$ cat src/rtl/div_sequencer_pkg.sv
// Shared definitions for the restoring divider: width constants, the
// sequencer state encoding and the control-strobe bundle.
package div_sequencer_pkg;

  localparam int DIV_N     = 10;
  localparam int DIV_CNT_W = 4;

  typedef enum logic [2:0] {
    IDLE = 3'd0,
    INIT = 3'd1,
    ITER = 3'd2,
    DONE = 3'd3,
    ERR  = 3'd4
  } state_t;

  // Every strobe the sequencer drives toward the datapath, plus status.
  typedef struct packed {
    logic acc_init;
    logic acc_ld;
    logic q_init;
    logic q_shift;
    logic q_bit;
    logic b_ld;
    logic busy;
    logic done;
    logic dz_err;
  } ctrl_t;

endpackage

$ cat src/rtl/div_sequencer_if.sv
// Handshake and datapath-control bundle between the divider sequencer and
// the accumulator / quotient / divisor registers.
interface div_sequencer_if
  import div_sequencer_pkg::*;
#(
  parameter int CNT_W = DIV_CNT_W
);

  logic             start;
  logic             divisor_zero;
  logic             sub_neg;
  logic             acc_init;
  logic             acc_ld;
  logic             q_init;
  logic             q_shift;
  logic             q_bit;
  logic             b_ld;
  logic             busy;
  logic             done;
  logic             dz_err;
  logic [CNT_W-1:0] iter;

  // Requester / datapath side.
  modport master (
    output start, divisor_zero, sub_neg,
    input  acc_init, acc_ld, q_init, q_shift, q_bit, b_ld,
    input  busy, done, dz_err, iter
  );

  // Sequencer side.
  modport slave (
    input  start, divisor_zero, sub_neg,
    output acc_init, acc_ld, q_init, q_shift, q_bit, b_ld,
    output busy, done, dz_err, iter
  );

endinterface

$ cat src/rtl/div_iter_counter.sv
// Iteration counter: cleared on demand, counts 0..N-1 while enabled and
// wraps back to 0 after the final iteration.
module div_iter_counter
  import div_sequencer_pkg::*;
#(
  parameter int N     = DIV_N,
  parameter int CNT_W = DIV_CNT_W
) (
  input  logic             clock,
  input  logic             rst,
  input  logic             clear,
  input  logic             enable,
  output logic [CNT_W-1:0] count,
  output logic             last
);

  logic wrap;

  assign last = (count == CNT_W'(N - 1));
  // Wrapping on >= rather than == keeps the count inside 0..N-1 even if it
  // were ever disturbed to an out-of-range value.
  assign wrap = (count >= CNT_W'(N - 1));

  // Count register with synchronous reset and clear.
  // NOTE: clocked state uses <= so every register samples pre-edge values.
  always_ff @(posedge clock) begin
    if (rst) begin
      count <= '0;
    end else if (clear) begin
      count <= '0;
    end else if (enable) begin
      count <= wrap ? '0 : count + 1'b1;
    end
  end

endmodule

$ cat src/rtl/div_sequencer.sv
// Control FSM for the N-bit restoring shift-subtract divider: one INIT
// cycle, N ITER cycles, one DONE cycle; divide-by-zero short-cuts to ERR.
module div_sequencer
  import div_sequencer_pkg::*;
#(
  parameter int N     = DIV_N,
  parameter int CNT_W = DIV_CNT_W
) (
  input  logic            clock,
  input  logic            rst,
  div_sequencer_if.slave  bus
);

  state_t           state;
  state_t           next_state;
  ctrl_t            ctrl;
  logic             cnt_clear;
  logic             cnt_en;
  logic             cnt_last;
  logic [CNT_W-1:0] count;

  div_iter_counter #(
    .N     (N),
    .CNT_W (CNT_W)
  ) u_counter (
    .clock  (clock),
    .rst    (rst),
    .clear  (cnt_clear),
    .enable (cnt_en),
    .count  (count),
    .last   (cnt_last)
  );

  // State register; reset wins over every input and every state.
  always_ff @(posedge clock) begin
    if (rst) begin
      state <= IDLE;
    end else begin
      state <= next_state;
    end
  end

  // Next-state decode and state-gated strobes.
  // NOTE: every output gets a default first so no path can infer a latch.
  always_comb begin
    next_state = IDLE;
    ctrl       = '0;
    cnt_clear  = 1'b0;
    cnt_en     = 1'b0;
    unique case (state)
      IDLE: begin
        if (bus.start) begin
          next_state = bus.divisor_zero ? ERR : INIT;
        end else begin
          next_state = IDLE;
        end
      end
      INIT: begin
        ctrl.acc_init = 1'b1;
        ctrl.q_init   = 1'b1;
        ctrl.b_ld     = 1'b1;
        ctrl.busy     = 1'b1;
        cnt_clear     = 1'b1;
        next_state    = ITER;
      end
      ITER: begin
        // A non-negative trial difference means the divisor fits: keep the
        // subtraction and shift in a 1.
        ctrl.q_shift = 1'b1;
        ctrl.busy    = 1'b1;
        ctrl.acc_ld  = ~bus.sub_neg;
        ctrl.q_bit   = ~bus.sub_neg;
        cnt_en       = 1'b1;
        next_state   = cnt_last ? DONE : ITER;
      end
      DONE: begin
        ctrl.done  = 1'b1;
        next_state = IDLE;
      end
      ERR: begin
        ctrl.done   = 1'b1;
        ctrl.dz_err = 1'b1;
        next_state  = IDLE;
      end
      default: begin
        next_state = IDLE;
      end
    endcase
  end

  assign bus.acc_init = ctrl.acc_init;
  assign bus.acc_ld   = ctrl.acc_ld;
  assign bus.q_init   = ctrl.q_init;
  assign bus.q_shift  = ctrl.q_shift;
  assign bus.q_bit    = ctrl.q_bit;
  assign bus.b_ld     = ctrl.b_ld;
  assign bus.busy     = ctrl.busy;
  assign bus.done     = ctrl.done;
  assign bus.dz_err   = ctrl.dz_err;
  assign bus.iter     = count;

endmodule

$ cat src/flat_wrapper.sv
// flat-port wrapper written by rule: the top's interface ports become plain ports
module div_sequencer_flat import div_sequencer_pkg::*;
#(
  parameter int N     = DIV_N,
  parameter int CNT_W = DIV_CNT_W
)
  (clock, rst, bus_start, bus_divisor_zero, bus_sub_neg, bus_acc_init, bus_acc_ld, bus_q_init, bus_q_shift, bus_q_bit, bus_b_ld, bus_busy, bus_done, bus_dz_err, bus_iter);
  div_sequencer_if #(.CNT_W(CNT_W)) bus_i ();
  input  logic clock;
  input  logic rst;
  input wire logic [$bits(bus_i.start)-1:0] bus_start;
  input wire logic [$bits(bus_i.divisor_zero)-1:0] bus_divisor_zero;
  input wire logic [$bits(bus_i.sub_neg)-1:0] bus_sub_neg;
  output wire logic [$bits(bus_i.acc_init)-1:0] bus_acc_init;
  output wire logic [$bits(bus_i.acc_ld)-1:0] bus_acc_ld;
  output wire logic [$bits(bus_i.q_init)-1:0] bus_q_init;
  output wire logic [$bits(bus_i.q_shift)-1:0] bus_q_shift;
  output wire logic [$bits(bus_i.q_bit)-1:0] bus_q_bit;
  output wire logic [$bits(bus_i.b_ld)-1:0] bus_b_ld;
  output wire logic [$bits(bus_i.busy)-1:0] bus_busy;
  output wire logic [$bits(bus_i.done)-1:0] bus_done;
  output wire logic [$bits(bus_i.dz_err)-1:0] bus_dz_err;
  output wire logic [$bits(bus_i.iter)-1:0] bus_iter;
  assign bus_i.start = bus_start;
  assign bus_i.divisor_zero = bus_divisor_zero;
  assign bus_i.sub_neg = bus_sub_neg;
  assign bus_acc_init = bus_i.acc_init;
  assign bus_acc_ld = bus_i.acc_ld;
  assign bus_q_init = bus_i.q_init;
  assign bus_q_shift = bus_i.q_shift;
  assign bus_q_bit = bus_i.q_bit;
  assign bus_b_ld = bus_i.b_ld;
  assign bus_busy = bus_i.busy;
  assign bus_done = bus_i.done;
  assign bus_dz_err = bus_i.dz_err;
  assign bus_iter = bus_i.iter;
  div_sequencer #(.N(N), .CNT_W(CNT_W)) u_core (.clock(clock), .rst(rst), .bus(bus_i));
endmodule
$ cat config.mk
export PLATFORM = sky130hd
export DESIGN_NAME = div_sequencer_flat
export DESIGN_NICKNAME = d
export VERILOG_FILES = /design/src/rtl/div_sequencer_pkg.sv /design/src/rtl/div_sequencer_if.sv /design/src/rtl/div_iter_counter.sv /design/src/rtl/div_sequencer.sv /design/src/flat_wrapper.sv
export SDC_FILE = /design/constraint.sdc
export NUM_CORES = 1
export LEC_CHECK = 0
export CAP_MARGIN = 30
export CORE_AREA = 2 2 39 41
export DETAILED_ROUTE_END_ITERATION = 10
export DIE_AREA = 0 0 41 43
export SYNTH_ARGS = -nofsm -noshare
export SYNTH_HDL_FRONTEND = slang
export SYNTH_SLANG_ARGS = --single-unit
$ cat constraint.sdc
create_clock -name clock -period 1.7 [get_ports clock]
set_input_delay 0.34 -clock clock [delete_from_list [all_inputs] [get_ports clock]]
set_output_delay 0.34 -clock clock [all_outputs]
set_load 0.01 [all_outputs]
==> load_flow_metrics.sql <==
INSERT INTO impl_metrics (metric_group, metric, value, unit) VALUES
('global_route', 'grt_start_max_net_pins', '7', ''),
('placed_design', 'placed_insts', '84', ''),
('yosys', 'synth-edff-count', '0', ''),
('pwr', 'power.ir.vdd_worst', '0.304', 'mV'),
('cts', 'clk_transition_reported_paths', '60', 'ps'),
('global_route', 'grt_first_pass_wirelength', '1560', 'um'),
('die', 'initial_utilization', '29.6', '%'),
('sta', 'final.min_clock_period', '1680', 'ps'),
('drt', 'detail_route.wl_per_cell', '11.4', 'um'),
('sta', 'max_slew.worst_pin.slew', '494', 'ps'),
('critical_path', 'crit_path_cell_trace', 'or3b_4, nand2b_1, clkdlybuf4s15_2', ''),
('pwr', 'intPower', '0.296', 'mW'),
('critical_path', 'critPathArrivalTime', '1340', 'ps'),
('drt', 'routed_via_density', '4.81', ''),
('critical_path', 'ff2ff_path_depth', '5', ''),
('pwr', 'portion_of_total_power_attributed_to_sequential_cells', '42.9', '%'),
('critical_path', 'critical_path_class', 'reg2out', ''),
('pwr', 'clkPwrFrac', '38.5', '%'),
('die', 'num_rows', '14', ''),
('critical_path', 'cp.required', '1360', 'ps'),
('drt', 'detailed_route_wl', '1000', 'um'),
('critical_path', 'critical_register_to_register_path_endpoint', 'u_core.u_counter.count[3]', ''),
('yosys', 'yosysWarningCount', '0', ''),
('placed_design', 'io_buffers', '17', ''),
('global_route', 'global_route.usage.total', '13.4', '%'),
('yosys', 'syn_area', '409', 'um2'),
('global_route', 'grt.overflow.total', '0', ''),
('worst_hold_path', 'worst_hold_path.num_cells', '2', ''),
('yosys', 'synth.top_cell.area_share', '34.3', '%'),
('critical_path', 'crit-reg2reg-launch', 'u_core.u_counter.count[1]', ''),
('yosys', 'ys_types', '21', ''),
('cts', 'insertion_delay', '250', 'ps'),
('yosys', 'synth.largest_area_cell', 'dfxtp_1', ''),
('sta', 'final-setup-viol-count', '0', ''),
('finish', 'regArea', '140', 'um2'),
('sta', 'timing.clock.skew', '0.894', 'ps'),
('cts', 'clkSinkCount', '7', ''),
('finish', 'drive_above_1_share', '34.7', '%'),
('critical_path', 'stage_delay_of_the_slowest_cell_on_the_critical_path', '430', 'ps'),
('sta', 'grt_setup_unrepaired', 'yes', ''),
('sta', 'maxSlewHeadroom', '67.0', '%'),
('placed_design', 'detailed_place_hpwl', '733', 'um'),
('sta', 'finalHoldViolCount', '0', ''),
('critical_path', 'start_kind', 'flop', ''),
('status', 'status', 'completed', ''),
('critical_path', 'worst-r2r-setup-slack', '270', 'ps'),
('cts', 'ctsRootBufferMaster', 'clkbuf_4', ''),
('drt', 'antenna_left', '0', ''),
('pwr', 'power-per-cell-area', '624', 'nW/um2'),
('sta', 'final_max_slew_viol_count', '0', ''),
('drt', 'first_pass_iters', '4', ''),
('pwr', 'leakage', '0.276', 'nW'),
('critical_path', 'crit_cells', '3', ''),
('yosys', 'netlist_top_cells_count', '7 x dfxtp_1, 5 x nor2_1, 4 x nand2_1, 4 x nor3b_1', ''),
('finish', 'flow.area_growth_from_synthesis', '57.2', '%'),
('yosys', 'ys_async_sr_fraction', '0', '%'),
('drt', 'dr.first_iter.drc_count', '11', ''),
('finish', 'fin_util', '46.5', '%'),
('sta', 'hold_ws', '538', 'ps'),
('placed_design', 'preCtsSetupSlack', '-99.3', 'ps'),
('die', 'floorplan.core_area', '1380', 'um2'),
('drt', 'route.vias.total', '423', ''),
('pwr', 'power.switching_fraction', '26.3', '%'),
('pwr', 'p_comb_share', '18.6', '%'),
('critical_path', 'critical_path.n_buffers_inverters', '1', ''),
('global_route', 'antenna_found_initial', '0', ''),
('yosys', 'top_area_cells_in_the_synthesized_netlist', 'dfxtp_1 34%, ha_1 9.2%, nor3b_1 7.3%', ''),
('yosys', 'synth_sequential_area_ratio', '34.3', '%'),
('global_route', 'grt_pass1_vias', '383', ''),
('flow_run', 'maxCapViolations', '0', ''),
('finish', 'design.final.nets', '81', '');
-- final cells by class --
| cell class | instances | share of cell area [%] |
|---|---|---|
| flip-flops and latches | 7 | 21.8 |
| clock buffers | 3 | 3.50 |
| multi-input cells | 32 | 35.8 |
| inverters | 4 | 3.11 |
| well taps | 16 | 3.11 |
| clock inverters | 1 | 0.778 |
| repair buffers | 25 | 31.9 |
-- state kept, by name, summed over array words and instances, names as in the netlist --
name	count
u_core.u_counter.count	4
u_core.state	3
-- power groups by stage --
stage                     sequential (mW)  combinational [mW]  clock (mW)
after global routing                0.173              0.0817       0.167
final                               0.172              0.0746       0.154
after CTS                           0.172              0.0767       0.161
after global placement              0.176              0.0797           0
after detailed placement            0.176              0.0788           0
after floorplan                     0.177              0.0365           0
-- cells in the final DEF (no fill, tap or decap), types with 2 or more instances in the layout --
cell / n
dfxtp_1: 7
o211ai_1: 3
buf_4: 8
a21oi_1: 3
nand2_1: 4
clkbuf_4: 3
ha_1: 3
dlygate4sd2_1: 2
clkbuf_2: 5
nor3b_1: 2
clkdlybuf4s50_1: 8
clkdlybuf4s15_2: 2
nor3b_2: 2
inv_1: 3
nor2_1: 4
-- per-stage QoR --
step	cell area (um2)	total power, mW	setup TNS (ps)
after global placement	626	0.255	-320
after floorplan	409	0.214	0
final	643	0.401	0
after detailed placement	626	0.254	-322
after global routing	643	0.421	-78.7
after CTS	663	0.410	-6.55
-- kinds of logic (layout without fill, tap and decap cells) --
logic type	count (synthesis)	in the layout	share of synthesized area (%)
fa+ha+maj	3	3	9.18
simple gates	18	18	24.8
buf+inv	8	33	13.1
flops	7	7	34.2
compound gates	11	11	18.7
-- layer usage --
metal | track usage, % | part of all wire, % | vias to the layer above
met3 | 3.14 | 9.1 | 0
met5 | 0 | 0 | -
met2 | 19.1 | 45 | 18
met4 | 10.0 | 0 | 0
li1 | - | - | 213
met1 | 16.5 | 46 | 192
-- worst register-to-register path, delay by kind of cell, from the launching register on --
kind / cells / cell delay (ps)
compound gates: 1 / 240
fa+ha+maj: 1 / 190
simple gates: 2 / 520
buf+inv: 1 / 60
flops: 1 / 340
-- worst max path at each step --
stage	end	slack, ps	from
5_1_grt	bus_busy	-40	u_core.state[1]
2_1_floorplan	bus_q_bit	150	u_core.state[1]
3_3_place_gp	bus_q_bit	-80	u_core.state[2]
3_5_place_dp	bus_q_bit	-100	u_core.state[2]
4_1_cts	bus_busy	-7	u_core.state[1]
6_report	bus_busy	20	u_core.state[2]
No activity file was read; power rests on OpenSTA's default activity.
